--- src/rtl/uart_pkg.sv ---
// Shared constants, FSM state encodings and the message ROM for the UART self-test.
package uart_pkg;

    localparam int DATA_BITS = 8;
    localparam int MSG_LEN   = 12;

    // TX states name what is currently driven on the line
    localparam logic [1:0] TX_IDLE  = 2'd0;
    localparam logic [1:0] TX_START = 2'd1;
    localparam logic [1:0] TX_DATA  = 2'd2;
    localparam logic [1:0] TX_STOP  = 2'd3;

    localparam logic [1:0] RX_IDLE  = 2'd0;
    localparam logic [1:0] RX_DATA  = 2'd1;
    localparam logic [1:0] RX_STOP  = 2'd2;

    localparam logic [1:0] SEQ_WAIT = 2'd0;
    localparam logic [1:0] SEQ_SEND = 2'd1;
    localparam logic [1:0] SEQ_GAP  = 2'd2;

    // "hello world\n"
    function automatic logic [7:0] msg_char(input logic [3:0] idx);
        logic [7:0] c;
        case (idx)
            4'd0:    c = 8'h68;
            4'd1:    c = 8'h65;
            4'd2:    c = 8'h6C;
            4'd3:    c = 8'h6C;
            4'd4:    c = 8'h6F;
            4'd5:    c = 8'h20;
            4'd6:    c = 8'h77;
            4'd7:    c = 8'h6F;
            4'd8:    c = 8'h72;
            4'd9:    c = 8'h6C;
            4'd10:   c = 8'h64;
            4'd11:   c = 8'h0A;
            default: c = 8'h00;
        endcase
        return c;
    endfunction

endpackage

--- src/rtl/uart_rx_8n1.sv ---
// 8N1 receiver sampling once per tick; valid_o pulses on a good stop bit.
module uart_rx_8n1
    import uart_pkg::*;
(
    input  logic       clk,
    input  logic       rst_n,
    input  logic       tick_i,
    input  logic       ser_i,
    output logic [7:0] data_o,
    output logic       valid_o
);

    logic [1:0] state_q, state_d;
    logic [7:0] shreg_q, shreg_d;
    logic [2:0] bit_q, bit_d;

    // Combinational so the consumer can capture on the stop-tick edge itself
    assign valid_o = tick_i && (state_q == RX_STOP) && ser_i;
    assign data_o  = shreg_q;

    // Next-state: start detect, LSB-first shift, stop check
    always_comb begin
        state_d = state_q;
        shreg_d = shreg_q;
        bit_d   = bit_q;
        if (tick_i) begin
            case (state_q)
                RX_IDLE: begin
                    if (!ser_i) begin
                        state_d = RX_DATA;
                        bit_d   = 3'd0;
                    end
                end
                RX_DATA: begin
                    shreg_d = {ser_i, shreg_q[7:1]};
                    if (bit_q == 3'(DATA_BITS - 1)) state_d = RX_STOP;
                    else                            bit_d   = bit_q + 3'd1;
                end
                default: state_d = RX_IDLE;
            endcase
        end
    end

    // State registers
    always_ff @(posedge clk or negedge rst_n) begin
        if (!rst_n) begin
            state_q <= RX_IDLE;
            shreg_q <= 8'h00;
            bit_q   <= 3'd0;
        end else begin
            state_q <= state_d;
            shreg_q <= shreg_d;
            bit_q   <= bit_d;
        end
    end

endmodule

--- src/rtl/uart_tx_8n1.sv ---
// 8N1 transmitter, one bit per tick, registered line output.
module uart_tx_8n1
    import uart_pkg::*;
(
    input  logic       clk,
    input  logic       rst_n,
    input  logic       tick_i,
    input  logic [7:0] data_i,
    input  logic       valid_i,
    output logic       ready_o,
    output logic       ser_o
);

    logic [1:0] state_q, state_d;
    logic [7:0] shreg_q, shreg_d;
    logic [2:0] bit_q, bit_d;
    logic       ser_q, ser_d;

    // Accepting on the stop tick lets frames run back-to-back
    assign ready_o = (state_q == TX_IDLE) || (state_q == TX_STOP);
    assign ser_o   = ser_q;

    // Next-state: every transition happens on a tick only
    always_comb begin
        state_d = state_q;
        shreg_d = shreg_q;
        bit_d   = bit_q;
        ser_d   = ser_q;
        if (tick_i) begin
            case (state_q)
                TX_IDLE, TX_STOP: begin
                    if (valid_i) begin
                        state_d = TX_START;
                        shreg_d = data_i;
                        ser_d   = 1'b0;
                    end else begin
                        state_d = TX_IDLE;
                        ser_d   = 1'b1;
                    end
                end
                TX_START: begin
                    ser_d   = shreg_q[0];
                    shreg_d = {1'b0, shreg_q[7:1]};
                    bit_d   = 3'd0;
                    state_d = TX_DATA;
                end
                TX_DATA: begin
                    if (bit_q == 3'(DATA_BITS - 1)) begin
                        ser_d   = 1'b1;
                        state_d = TX_STOP;
                    end else begin
                        ser_d   = shreg_q[0];
                        shreg_d = {1'b0, shreg_q[7:1]};
                        bit_d   = bit_q + 3'd1;
                    end
                end
                default: state_d = TX_IDLE;
            endcase
        end
    end

    // State registers; line idles high in reset
    always_ff @(posedge clk or negedge rst_n) begin
        if (!rst_n) begin
            state_q <= TX_IDLE;
            shreg_q <= 8'h00;
            bit_q   <= 3'd0;
            ser_q   <= 1'b1;
        end else begin
            state_q <= state_d;
            shreg_q <= shreg_d;
            bit_q   <= bit_d;
            ser_q   <= ser_d;
        end
    end

endmodule

--- src/rtl/uart_hello_top.sv ---
// UART self-test: message sequencer -> 8N1 TX -> internal loopback -> 8N1 RX -> leds.
module uart_hello_top
    import uart_pkg::*;
#(
    parameter int START_IDLE_BITS = 4,
    parameter int MSG_GAP_BITS    = 2
) (
    input  logic       clk,
    input  logic       rst_n,
    input  logic       baud_in,
    output logic       ser_tx,
    output logic [7:0] leds
);

    localparam int MAX_WAIT = (START_IDLE_BITS > MSG_GAP_BITS) ? START_IDLE_BITS : MSG_GAP_BITS;
    localparam int CNT_W    = $clog2(MAX_WAIT + 1);

    logic             baud_q;
    logic             tick;
    logic [1:0]       seq_q, seq_d;
    logic [CNT_W-1:0] cnt_q, cnt_d;
    logic [3:0]       idx_q, idx_d;
    logic [7:0]       leds_q;
    logic             tx_valid, tx_ready;
    logic             rx_ser;
    logic [7:0]       rx_data;
    logic             rx_valid;

    // baud_in is only ever sampled; its rising edge becomes a one-clk tick
    assign tick = baud_in & ~baud_q;

    assign tx_valid = (seq_q == SEQ_SEND);
    assign rx_ser   = ser_tx;
    assign leds     = leds_q;

    // Sequencer next-state: idle lead-in, back-to-back bytes, inter-message gap
    always_comb begin
        seq_d = seq_q;
        cnt_d = cnt_q;
        idx_d = idx_q;
        if (tick && tx_ready) begin
            case (seq_q)
                SEQ_WAIT: begin
                    if (cnt_q == CNT_W'(START_IDLE_BITS - 1)) begin
                        seq_d = SEQ_SEND;
                        cnt_d = '0;
                    end else begin
                        cnt_d = cnt_q + CNT_W'(1);
                    end
                end
                SEQ_SEND: begin
                    if (idx_q == 4'(MSG_LEN - 1)) begin
                        idx_d = 4'd0;
                        seq_d = SEQ_GAP;
                        cnt_d = '0;
                    end else begin
                        idx_d = idx_q + 4'd1;
                    end
                end
                SEQ_GAP: begin
                    // Ticks are only counted once TX is back to stop/idle
                    if (cnt_q == CNT_W'(MSG_GAP_BITS - 1)) begin
                        seq_d = SEQ_SEND;
                        cnt_d = '0;
                    end else begin
                        cnt_d = cnt_q + CNT_W'(1);
                    end
                end
                default: seq_d = SEQ_WAIT;
            endcase
        end
    end

    // Tick edge register, sequencer state and last-good-byte display
    always_ff @(posedge clk or negedge rst_n) begin
        if (!rst_n) begin
            baud_q <= 1'b0;
            seq_q  <= SEQ_WAIT;
            cnt_q  <= '0;
            idx_q  <= 4'd0;
            leds_q <= 8'h00;
        end else begin
            baud_q <= baud_in;
            seq_q  <= seq_d;
            cnt_q  <= cnt_d;
            idx_q  <= idx_d;
            if (rx_valid) leds_q <= rx_data;
        end
    end

    uart_tx_8n1 u_tx (
        .clk     (clk),
        .rst_n   (rst_n),
        .tick_i  (tick),
        .data_i  (msg_char(idx_q)),
        .valid_i (tx_valid),
        .ready_o (tx_ready),
        .ser_o   (ser_tx)
    );

    uart_rx_8n1 u_rx (
        .clk     (clk),
        .rst_n   (rst_n),
        .tick_i  (tick),
        .ser_i   (rx_ser),
        .data_o  (rx_data),
        .valid_o (rx_valid)
    );

endmodule

--- config.mk ---
export PLATFORM = sky130hd
export DESIGN_NAME = uart_hello_top
export DESIGN_NICKNAME = d
export VERILOG_FILES = /design/src/rtl/uart_pkg.sv /design/src/rtl/uart_rx_8n1.sv /design/src/rtl/uart_tx_8n1.sv /design/src/rtl/uart_hello_top.sv
export SDC_FILE = /design/constraint.sdc
export NUM_CORES = 1
export LEC_CHECK = 0
export ABC_AREA = 1
export BUFFER_PORTS_ARGS = -buffer_cell sky130_fd_sc_hd__buf_2
export CAP_MARGIN = 25
export CORE_MARGIN = 3
export CORE_UTILIZATION = 50
export CTS_BUF_LIST = sky130_fd_sc_hd__clkbuf_16
export DETAILED_ROUTE_END_ITERATION = 12
export PLACE_DENSITY = 0.68
export RECOVER_POWER = 25
export SYNTH_ARGS = -nofsm -noshare
export SYNTH_HDL_FRONTEND = slang
export SYNTH_SLANG_ARGS = --single-unit
--- constraint.sdc ---
create_clock -name clk -period 3.7 [get_ports clk]
set_input_delay 0.37 -clock clk [delete_from_list [all_inputs] [get_ports clk]]
set_output_delay 0.37 -clock clk [all_outputs]
set_load 0.03 [all_outputs]
# After elaboration in Yosys (flattened, before gate mapping)
# Memory sizes are Yosys's and may differ from the RTL's.
# Index checks and enable logic that the tools add are counted.
[totals]
regBits = 45
rom_bits = 112
inputBits = 3
out_inout_bits = 9
mem_count = 1
[classes]
add_sub_neg = 4
eq_ne = 21
n_mux = 26
bitwise = 2
n_reduce_logical = 20
[mem_list]
columns = ["memory", "depth", "width", "read_ports", "rd_clocked_by_memory_dff", "write_ports", "line_no", "source"]
rows = [
  ["(name not given)", 16, 7, 1, 0, 0, "uart_pkg.sv:24", "case (idx)"],
]
[ops]
columns = ["op", "count"]
rows = [
  ["$pmux 8 s3", 1],
  ["$mux 3", 6],
  ["$mux 8", 2],
  ["$mux 2", 6],
  ["$ne 2x2->1 const B", 6],
  ["$pmux 2 s3", 2],
  ["$pmux 3 s2", 2],
  ["$reduce_and 3->1", 4],
  ["$add 3x1->3 const B", 3],
  ["$pmux 3 s3", 1],
  ["$eq 2x2->1 const B", 4],
  ["$reduce_and 4->1", 2],
  ["$eq 2x1->1 const B", 3],
  ["$eq 3x3->1 const B", 2],
  ["$logic_not 2->1", 3],
  ["$ne 2x1->1 const B", 3],
  ["$reduce_and 2->1", 3],
  ["$add 4x1->4 const B", 1],
  ["$eq 4x4->1 const B", 1],
  ["$mux 4", 1],
  ["$pmux 2 s2", 1],
  ["$reduce_bool 2->1", 2],
  ["$eq 3x1->1 const B", 1],
  ["$eq 3x2->1 const B", 1],
  ["other kinds (8)", 12],
]

# Logic depth before layout (Yosys ltp)
# Gate-level depths: netlist of the first run.
[depth]
depth_word = 4
ltp_mapped = 10

# Cells and area by module
# A second synthesis of the first run with hierarchy kept.
[hier_totals]
cells_unflattened = 304
area_unflattened_um2 = 2543.7
[modules_own_cells]
columns = ["module", "instances", "cells_each", "area_each_um2", "seq_area_each_um2"]
rows = [
  ["uart_hello_top", 1, 132, 1167.4, 450.4],
  ["uart_tx_8n1", 1, 99, 739.5, 351.6],
  ["uart_rx_8n1", 1, 73, 636.9, 325.3],
]

# Least setup slack after synthesis of the first run
# No wires, ideal clock.
[synth_timing]
path_type = "register to register"
startpoint = "register cnt_q[0]"
endpoint = "register cnt_q[2]"
setup_ns = 0.065
t_arrival_ns = 1.372
setup_slack_ns = 2.264
path_stages_with_launch = 7
period_less_slack_ns = 1.436
cell_sequence = "dfrtp_1 ha_1 ha_1 or2_2 o21ai_0 nand2_1 nand2_1"
[synth_via]
elab_chain_cells = 3
word_cells_on_any_way = 6
[synth_rtl]
columns = ["element", "line_no", "source"]
rows = [
  ["start, declared", "uart_hello_top.sv:21", "logic [CNT_W-1:0] cnt_q, cnt_d;"],
  ["start signal, assigned", "uart_hello_top.sv:85", "cnt_q <= cnt_d;"],
  ["$add 3x1->3 (tied with other cells)", "uart_hello_top.sv:48, uart_hello_top.sv:66", ""],
  ["$mux 3, on equally long branches", "uart_hello_top.sv:62, uart_hello_top.sv:44", ""],
  ["$pmux 3 s3 *", "uart_hello_top.sv:42", "case (seq_q)"],
]
# Every way passes the cells marked *; elsewhere a longest branch is shown, timed or not.
# A chain may end at the register's enable or synchronous reset.

# Final worst setup path of the first run
[layout_timing]
startpoint = "register u_tx.state_q[0]"
endpoint = "register cnt_q[0]"
[layout_via]
elab_chain_cells = 4
word_cells_on_any_way = 5
[layout_rtl]
columns = ["element", "line_no", "source"]
rows = [
  ["start, declared", "uart_tx_8n1.sv:14", "logic [1:0] state_q, state_d;"],
  ["start signal, assigned", "uart_tx_8n1.sv:70", "state_q <= state_d;"],
  ["$eq 2x2->1 / $logic_not 2->1 (equally long branches)", "uart_tx_8n1.sv:20", "assign ready_o = (state_q == TX_IDLE) || (state_q == TX_STOP);"],
  ["$logic_or 1x1->1 *", "uart_tx_8n1.sv:20", ""],
  ["$logic_and 1x1->1 *", "uart_hello_top.sv:41", "if (tick && tx_ready) begin"],
  ["$reduce_and 3->1 (no line) *", "--", ""],
]
# Marked as above.

==> results.sh, run 1 <==
export IMPL_outcome="finished clean"
export IMPL_min_to="baud_q$_DFF_PN0_"
export IMPL_r2r_start="u_tx.state_q[0]$_DFFE_PN0P_"
export IMPL_vias_per_cell=4.84
export IMPL_r2r_end="cnt_q[0]$_DFFE_PN0P_"
export IMPL_critPathKind="register to register"
export IMPL_synth_edf_count=0
export IMPL_maxSlewViolCount=0
export IMPL_yosysWarnings=0
export IMPL_tns_ns=0
export IMPL_fin_ws_ns=2.03
export IMPL_r2r_cells=8
export IMPL_setup_viol=0
export IMPL_clk_pin_slew_ns=0.06
export IMPL_critPathLaunchType="register"
export IMPL_clkLatencyLatePin_ns=0.28
export IMPL_drive_above_1_share_pct=17.7
export IMPL_pre_cts_ws_ns=2.06
export IMPL_ios=12
export IMPL_ys_seq_area_share_pct=43.7
export IMPL_clock_path_buffers=2
export IMPL_final_util_pct=58.5
export IMPL_end_kind="register"
export IMPL_multiInputGateArea_um2=1230
export IMPL_ys_async_sr_fraction_pct=100
export IMPL_max_slew_margin_pct=76.3
export IMPL_cp_max_fo=9
export IMPL_grt_max_degree=45
export IMPL_setup_reg_to_reg_worst_slack_ns=2.03
export IMPL_holdWs_ns=0.288
export IMPL_ys_ff_latch=44
export IMPL_area_growth_pct=11.5
export IMPL_ir_worst_vdd_mv=0.369
export IMPL_grt_pass1_vias=1779
export IMPL_numCtsBuffers=5
export IMPL_cts_sinks=44
export IMPL_layout_min_cycle_time_ns=1.67
export IMPL_wire_per_inst_um=11.2
export IMPL_initial_utilization_pct=52.4
export IMPL_synth_top_area_share_pct=42.6
export IMPL_cts_max_level=2
export IMPL_synth_area_um2=2520
export IMPL_rsz0062_at_grt="false"
export IMPL_gp_congestion=0.819
export IMPL_rows=25
export IMPL_hold_viol_final=0
export IMPL_antenna_found_initial=0
export IMPL_cts_tree="done"
export IMPL_arrival_ns=1.89
export IMPL_io_buffers=11
export IMPL_layout_nets=333
export IMPL_worst_pin_slew_ns=0.354
export IMPL_dieWidth_um=77.1
export IMPL_final_seq_area_um2=1100
export IMPL_maxCapViolations=0
export IMPL_dieArea_um2=5940
export IMPL_syn_nets=318
export IMPL_power_density_nw_per_um2=844
export IMPL_antenna_left=0
export IMPL_ys_flop_type="dfrtp_1"
export IMPL_diodes=0
export IMPL_grt_pass1_wl_mm=7.85
export IMPL_synth_top_area_cell="dfrtp_1"
export IMPL_routed_wl_mm=4.25
export IMPL_post_cts_resized=0
export IMPL_fp_coreArea_um2=4820
export IMPL_syn_area_per_cell_um2=8.56
export IMPL_root_buffer="clkbuf_16"
export IMPL_postCtsSetupRepairBufs=0
export IMPL_ys_types=30
export IMPL_hp_class="primary input to register"
export IMPL_min_from="baud_in"
export IMPL_drc_errors=0
export IMPL_cp_required_ns=3.92
export IMPL_min_path_cells=1
export IMPL_die_h_um=77.1
export IMPL_period_share_pct=45.0
export IMPL_n_fill_cell=440
export IMPL_synth_area_leaders="dfrtp_1, nand2_1, ha_1, o21ai_2, inv_1"
export IMPL_fmax_mhz=600
export IMPL_synthCells=295
export IMPL_grt_overflow_total=0
export IMPL_p_leak_nw=1.42
export IMPL_firstDrtPassIters=4
export IMPL_drt_iter0_drc=105
export IMPL_via_count=1829
export IMPL_post_dp_hpwl_mm=3.09
export IMPL_clock_skew_ns=0.00429
export IMPL_track_usage_pct=16.1
[registers in the layout, summed over array words and instances (netlist names)]
signal / cells
baud_q: 1
cnt_q: 3
idx_q: 4
leds: 8
seq_q: 2
u_rx.bit_q: 3
u_rx.data_o: 8
u_rx.state_q: 2
u_tx.bit_q: 3
u_tx.ser_o: 1
u_tx.shreg_q: 7
u_tx.state_q: 2
[cell usage after synthesis, types with 4 or more instances]
cell type and number:
nand2_1 81, dfrtp_1 43, inv_1 34, nor2_1 22, ha_1 20, nand3_1 19
o21ai_0 19, o21ai_2 16, a21oi_1 5, nand2_2 5, nand4_1 4
[cells in the final DEF (no fill, tap or decap)]
| master | synthesis | final |
|---|---|---|
| a21oi_1 | 5 | 5 |
| buf_12 | 0 | 1 |
| buf_2 | 0 | 9 |
| bufinv_16 | 0 | 1 |
| clkbuf_1 | 0 | 2 |
| clkbuf_16 | 0 | 5 |
| clkinvlp_4 | 0 | 1 |
| dfrtp_1 | 43 | 43 |
| dfstp_2 | 1 | 1 |
| dlygate4sd3_1 | 0 | 1 |
| ha_1 | 20 | 20 |
| inv_1 | 34 | 34 |
| inv_2 | 2 | 2 |
| inv_4 | 2 | 2 |
| inv_6 | 0 | 1 |
| nand2_1 | 81 | 81 |
| nand2_2 | 5 | 5 |
| nand2_4 | 2 | 2 |
| nand3_1 | 19 | 19 |
| nand3_2 | 1 | 1 |
| nand3_4 | 1 | 1 |
| nand3b_1 | 1 | 1 |
| nand4_1 | 4 | 4 |
| nand4_4 | 1 | 1 |
| nor2_1 | 22 | 22 |
| nor2_2 | 1 | 1 |
| nor2_4 | 3 | 3 |
| nor2_8 | 1 | 1 |
| nor3_1 | 1 | 1 |
| o211ai_1 | 1 | 1 |
| o21ai_0 | 19 | 19 |
| o21ai_2 | 16 | 16 |
| o21bai_1 | 2 | 2 |
| o31ai_1 | 1 | 1 |
| or2_2 | 1 | 1 |
[where the power goes]
part	internal (mW)	switching, mW	leakage, nW
Sequential	0.676	0.158	0.569
Combinational	0.357	0.677	0.773
Clock	0.321	0.187	0.0804
[worst max-delay path: stages, from the launching register on]
cell     delay [ns]
dfrtp_1        0.35
inv_1          0.06
ha_1           0.48
nand3_1        0.19
inv_2          0.14
nand2_2        0.07
nor2_1         0.17
nand2_1        0.08
nand2_1        0.06
[per-stage QoR]
| step | std cells | cell area, um2 | total power, mW |
|---|---|---|---|
| after floorplan | 295 | 2520 | 1.68 |
| after global placement | 368 | 2620 | 1.86 |
| after detailed placement | 368 | 2620 | 1.88 |
| after CTS | 376 | 2790 | 2.40 |
| after global routing | 378 | 2820 | 2.62 |
| final | 378 | 2820 | 2.38 |
[area by class of cell]
| class | instances | share of cell area (%) |
|---|---|---|
| tap | 67 | 2.98 |
| inverter | 38 | 5.24 |
| sequential | 44 | 39.1 |
| clock inverter | 3 | 1.64 |
| multi-input combinational | 208 | 43.6 |
| timing repair buffer | 13 | 2.93 |
| clock buffer | 5 | 4.44 |
[cells by family after synthesis]
group	Yosys count	share of synthesized area, %
AO/OA/AOI/OAI	44	11.5
flip-flops	44	43.7
AND/OR/NAND/NOR	144	27.3
buffers and inverters	43	7.68
adder cells (fa/ha/maj)	20	9.91
[how the worst max path moves through the flow]
| stage | startpoint | to | slack [ns] | depth (start not counted) |
|---|---|---|---|---|
| after floorplan | cnt_q[0]$_DFFE_PN0P_ | cnt_q[2]$_DFFE_PN0P_ | 2.26 | 6 |
| after global placement | u_tx.state_q[0]$_DFFE_PN0P_ | cnt_q[2]$_DFFE_PN0P_ | 2.14 | 8 |
| after detailed placement | u_tx.state_q[0]$_DFFE_PN0P_ | cnt_q[0]$_DFFE_PN0P_ | 2.06 | 8 |
| after CTS | u_tx.state_q[0]$_DFFE_PN0P_ | cnt_q[0]$_DFFE_PN0P_ | 2.04 | 8 |
| after global routing | u_tx.state_q[0]$_DFFE_PN0P_ | cnt_q[1]$_DFFE_PN0P_ | 1.87 | 8 |
| final | u_tx.state_q[0]$_DFFE_PN0P_ | cnt_q[0]$_DFFE_PN0P_ | 2.03 | 8 |
[metal layers]
| layer | GRT usage (%) | part of all wire (%) | vias to the layer above |
|---|---|---|---|
| li1 | - | - | 979 |
| met1 | 21.3 | 49 | 827 |
| met2 | 26.2 | 47 | 18 |
| met3 | 2.58 | 2.4 | 5 |
| met4 | 6.41 | 1.5 | 0 |
| met5 | 0 | 0 | - |
[repair_timing]
item,CTS,global route
endpoints found under the setup margin,0,0
hold buffers,0,1
endpoints found under the hold margin,0,1
No activity file was read; power rests on OpenSTA's default activity.
==> inputs of run 2 (changes only) <==
==> constraint.sdc (replaced) <==
create_clock -name clk -period 1.7 [get_ports clk]
set_input_delay 0.17 -clock clk [delete_from_list [all_inputs] [get_ports clk]]
set_output_delay 0.17 -clock clk [all_outputs]
set_load 0.03 [all_outputs]
==> results.sh, run 2 (same netlist as run 1, synthesis figures left out) <==
export IMPL_diodes=0
export IMPL_ios=12
export IMPL_p_leak_nw=1.43
export IMPL_layout_nets=334
export IMPL_grt_max_degree=45
export IMPL_setup_viol=0
export IMPL_crit_slowest_cell="ha_1"
export IMPL_clkLatencyLatePin_ns=0.29
export IMPL_rsz0062_at_grt="false"
export IMPL_fin_ws_ns=0.172
export IMPL_design_area_um2=2820
export IMPL_switchingPower_mw=2.27
export IMPL_area_growth_pct=11.5
export IMPL_holdWs_ns=0.0720
export IMPL_maxSlewViolCount=0
export IMPL_r2r_end="cnt_q[1]$_DFFE_PN0P_"
export IMPL_layout_commonest_cell="nand2_1"
export IMPL_cts_tree="done"
export IMPL_combPwrFrac_pct=43.9
export IMPL_gp_congestion=0.813
export IMPL_power_share_switching_pct=43.3
export IMPL_firstDrtPassIters=5
export IMPL_critPathMaxStageDelay_ns=0.38
export IMPL_numCtsBuffers=5
export IMPL_final_seq_area_um2=1100
export IMPL_wire_per_inst_um=11.7
export IMPL_pre_cts_ws_ns=0.136
export IMPL_ir_worst_vdd_mv=0.938
export IMPL_n_fill_cell=453
export IMPL_io_buffers=11
export IMPL_min_path_cells=1
export IMPL_end_kind="register"
export IMPL_max_slew_margin_pct=28.2
export IMPL_grt_pass1_wl_mm=8.14
export IMPL_die_h_um=77.1
export IMPL_p_clk_share_pct=21.3
export IMPL_postCtsSetupRepairBufs=0
export IMPL_drive_above_1_share_pct=18.9
export IMPL_maxCapViolations=0
export IMPL_place_inst=370
export IMPL_clock_path_buffers=2
export IMPL_cts_sinks=44
export IMPL_initial_utilization_pct=52.4
export IMPL_placed_area_um2=2630
export IMPL_clock_skew_ns=0.00390
export IMPL_dieArea_um2=5940
export IMPL_hp_class="primary input to register"
export IMPL_cp_cell_sequence="inv_1 -> ha_1 -> nand3_1 -> inv_2 -> nand2_2 -> nor2_2 -> nand2_1 -> nand2_1"
export IMPL_grt_pass1_vias=1782
export IMPL_via_count=1877
export IMPL_antenna_left=0
export IMPL_worst_pin_slew_ns=1.08
export IMPL_clk_pin_slew_ns=0.06
export IMPL_fin_cells=379
export IMPL_crit_start="u_tx.state_q[0]$_DFFE_PN0P_"
export IMPL_hold_viol_final=0
export IMPL_cp_max_fo=4
export IMPL_post_dp_hpwl_mm=3.15
export IMPL_grt_overflow_total=0
export IMPL_critPathLaunchType="register"
export IMPL_drc_errors=0
export IMPL_final_util_pct=58.5
export IMPL_critPathMostFrequentCell="nand2_1"
export IMPL_fp_coreArea_um2=4820
export IMPL_cts_max_level=2
export IMPL_pwr_share_seq_pct=34.8
export IMPL_p_int_mw=2.97
export IMPL_setup_reg_to_reg_worst_slack_ns=0.17
export IMPL_cp_num_cells=8
export IMPL_arrival_ns=1.76
export IMPL_multiInputGateArea_um2=1230
export IMPL_drt_iter0_drc=118
export IMPL_track_usage_pct=17.0
export IMPL_layout_min_cycle_time_ns=1.53
export IMPL_cp_endpoint="cnt_q[1]$_DFFE_PN0P_"
export IMPL_r2r_start="u_tx.state_q[0]$_DFFE_PN0P_"
export IMPL_vias_per_cell=4.95
export IMPL_finalPower_mw=5.24
export IMPL_period_share_pct=89.9
export IMPL_worstPathBufferInverterCount=2
export IMPL_cp_required_ns=1.93
export IMPL_outcome="finished clean"
export IMPL_tns_ns=0
export IMPL_cp_top_family="simple AND/OR/NAND/NOR gates"
export IMPL_routed_wl_mm=4.45
export IMPL_dieWidth_um=77.1
export IMPL_fmax_mhz=655
export IMPL_critPathKind="register to register"
export IMPL_root_buffer="clkbuf_16"
export IMPL_r2r_cells=8
export IMPL_power_density_nw_per_um2=1860
export IMPL_antenna_found_initial=0
export IMPL_rows=25
export IMPL_final_cell_mix="nand2_1, dfrtp_1, inv_1"
## run 2: area by class of cell
type / instances / area share, %
clock buffers: 5 / 4.44
clock inverters: 3 / 1.69
inverters: 38 / 5.24
multi-input cells: 208 / 43.8
flip-flops and latches: 44 / 39.1
well taps: 67 / 2.98
repair buffers: 14 / 2.71
## run 2: worst reg2reg max path, stage by stage, from the launching register on
cell and delay (ns):
dfrtp_1 0.36, inv_1 0.07, ha_1 0.38, nand3_1 0.16
inv_2 0.14, nand2_2 0.09, nor2_2 0.14, nand2_1 0.07
nand2_1 0.06
## run 2: repair_timing
action,4_1_cts,5_1_grt
hold buffers,1,0
setup endpoints to repair,0,2
hold endpoints to repair,43,0
gates resized for setup,0,2
## run 2: power groups by stage
stage | logic (mW) | clock network (mW) | registers [mW]
3_5_place_dp | 2.30 | 0 | 1.83
6_report | 2.30 | 1.11 | 1.82
5_1_grt | 2.65 | 1.17 | 1.89
4_1_cts | 2.32 | 1.13 | 1.83
3_3_place_gp | 2.26 | 0 | 1.82
2_1_floorplan | 1.78 | 0 | 1.88
## run 2: how the worst min path moves through the flow
stage,startpoint,endpoint
after CTS,baud_in,baud_q$_DFF_PN0_
after detailed placement,rst_n,u_rx.bit_q[2]$_DFFE_PN0P_
final,baud_in,baud_q$_DFF_PN0_
after global placement,rst_n,u_tx.bit_q[1]$_DFFE_PN0P_
after floorplan,rst_n,baud_q$_DFF_PN0_
after global routing,baud_in,baud_q$_DFF_PN0_
## run 2: routing by layer
layer  track usage [%]  up-vias  part of all wire, %
met5                 0        -                    0
met4              6.41        0                  1.6
met3              3.99        8                  3.3
met2              27.8       21                   48
met1              21.9      875                   48
li1                  -      973                    -
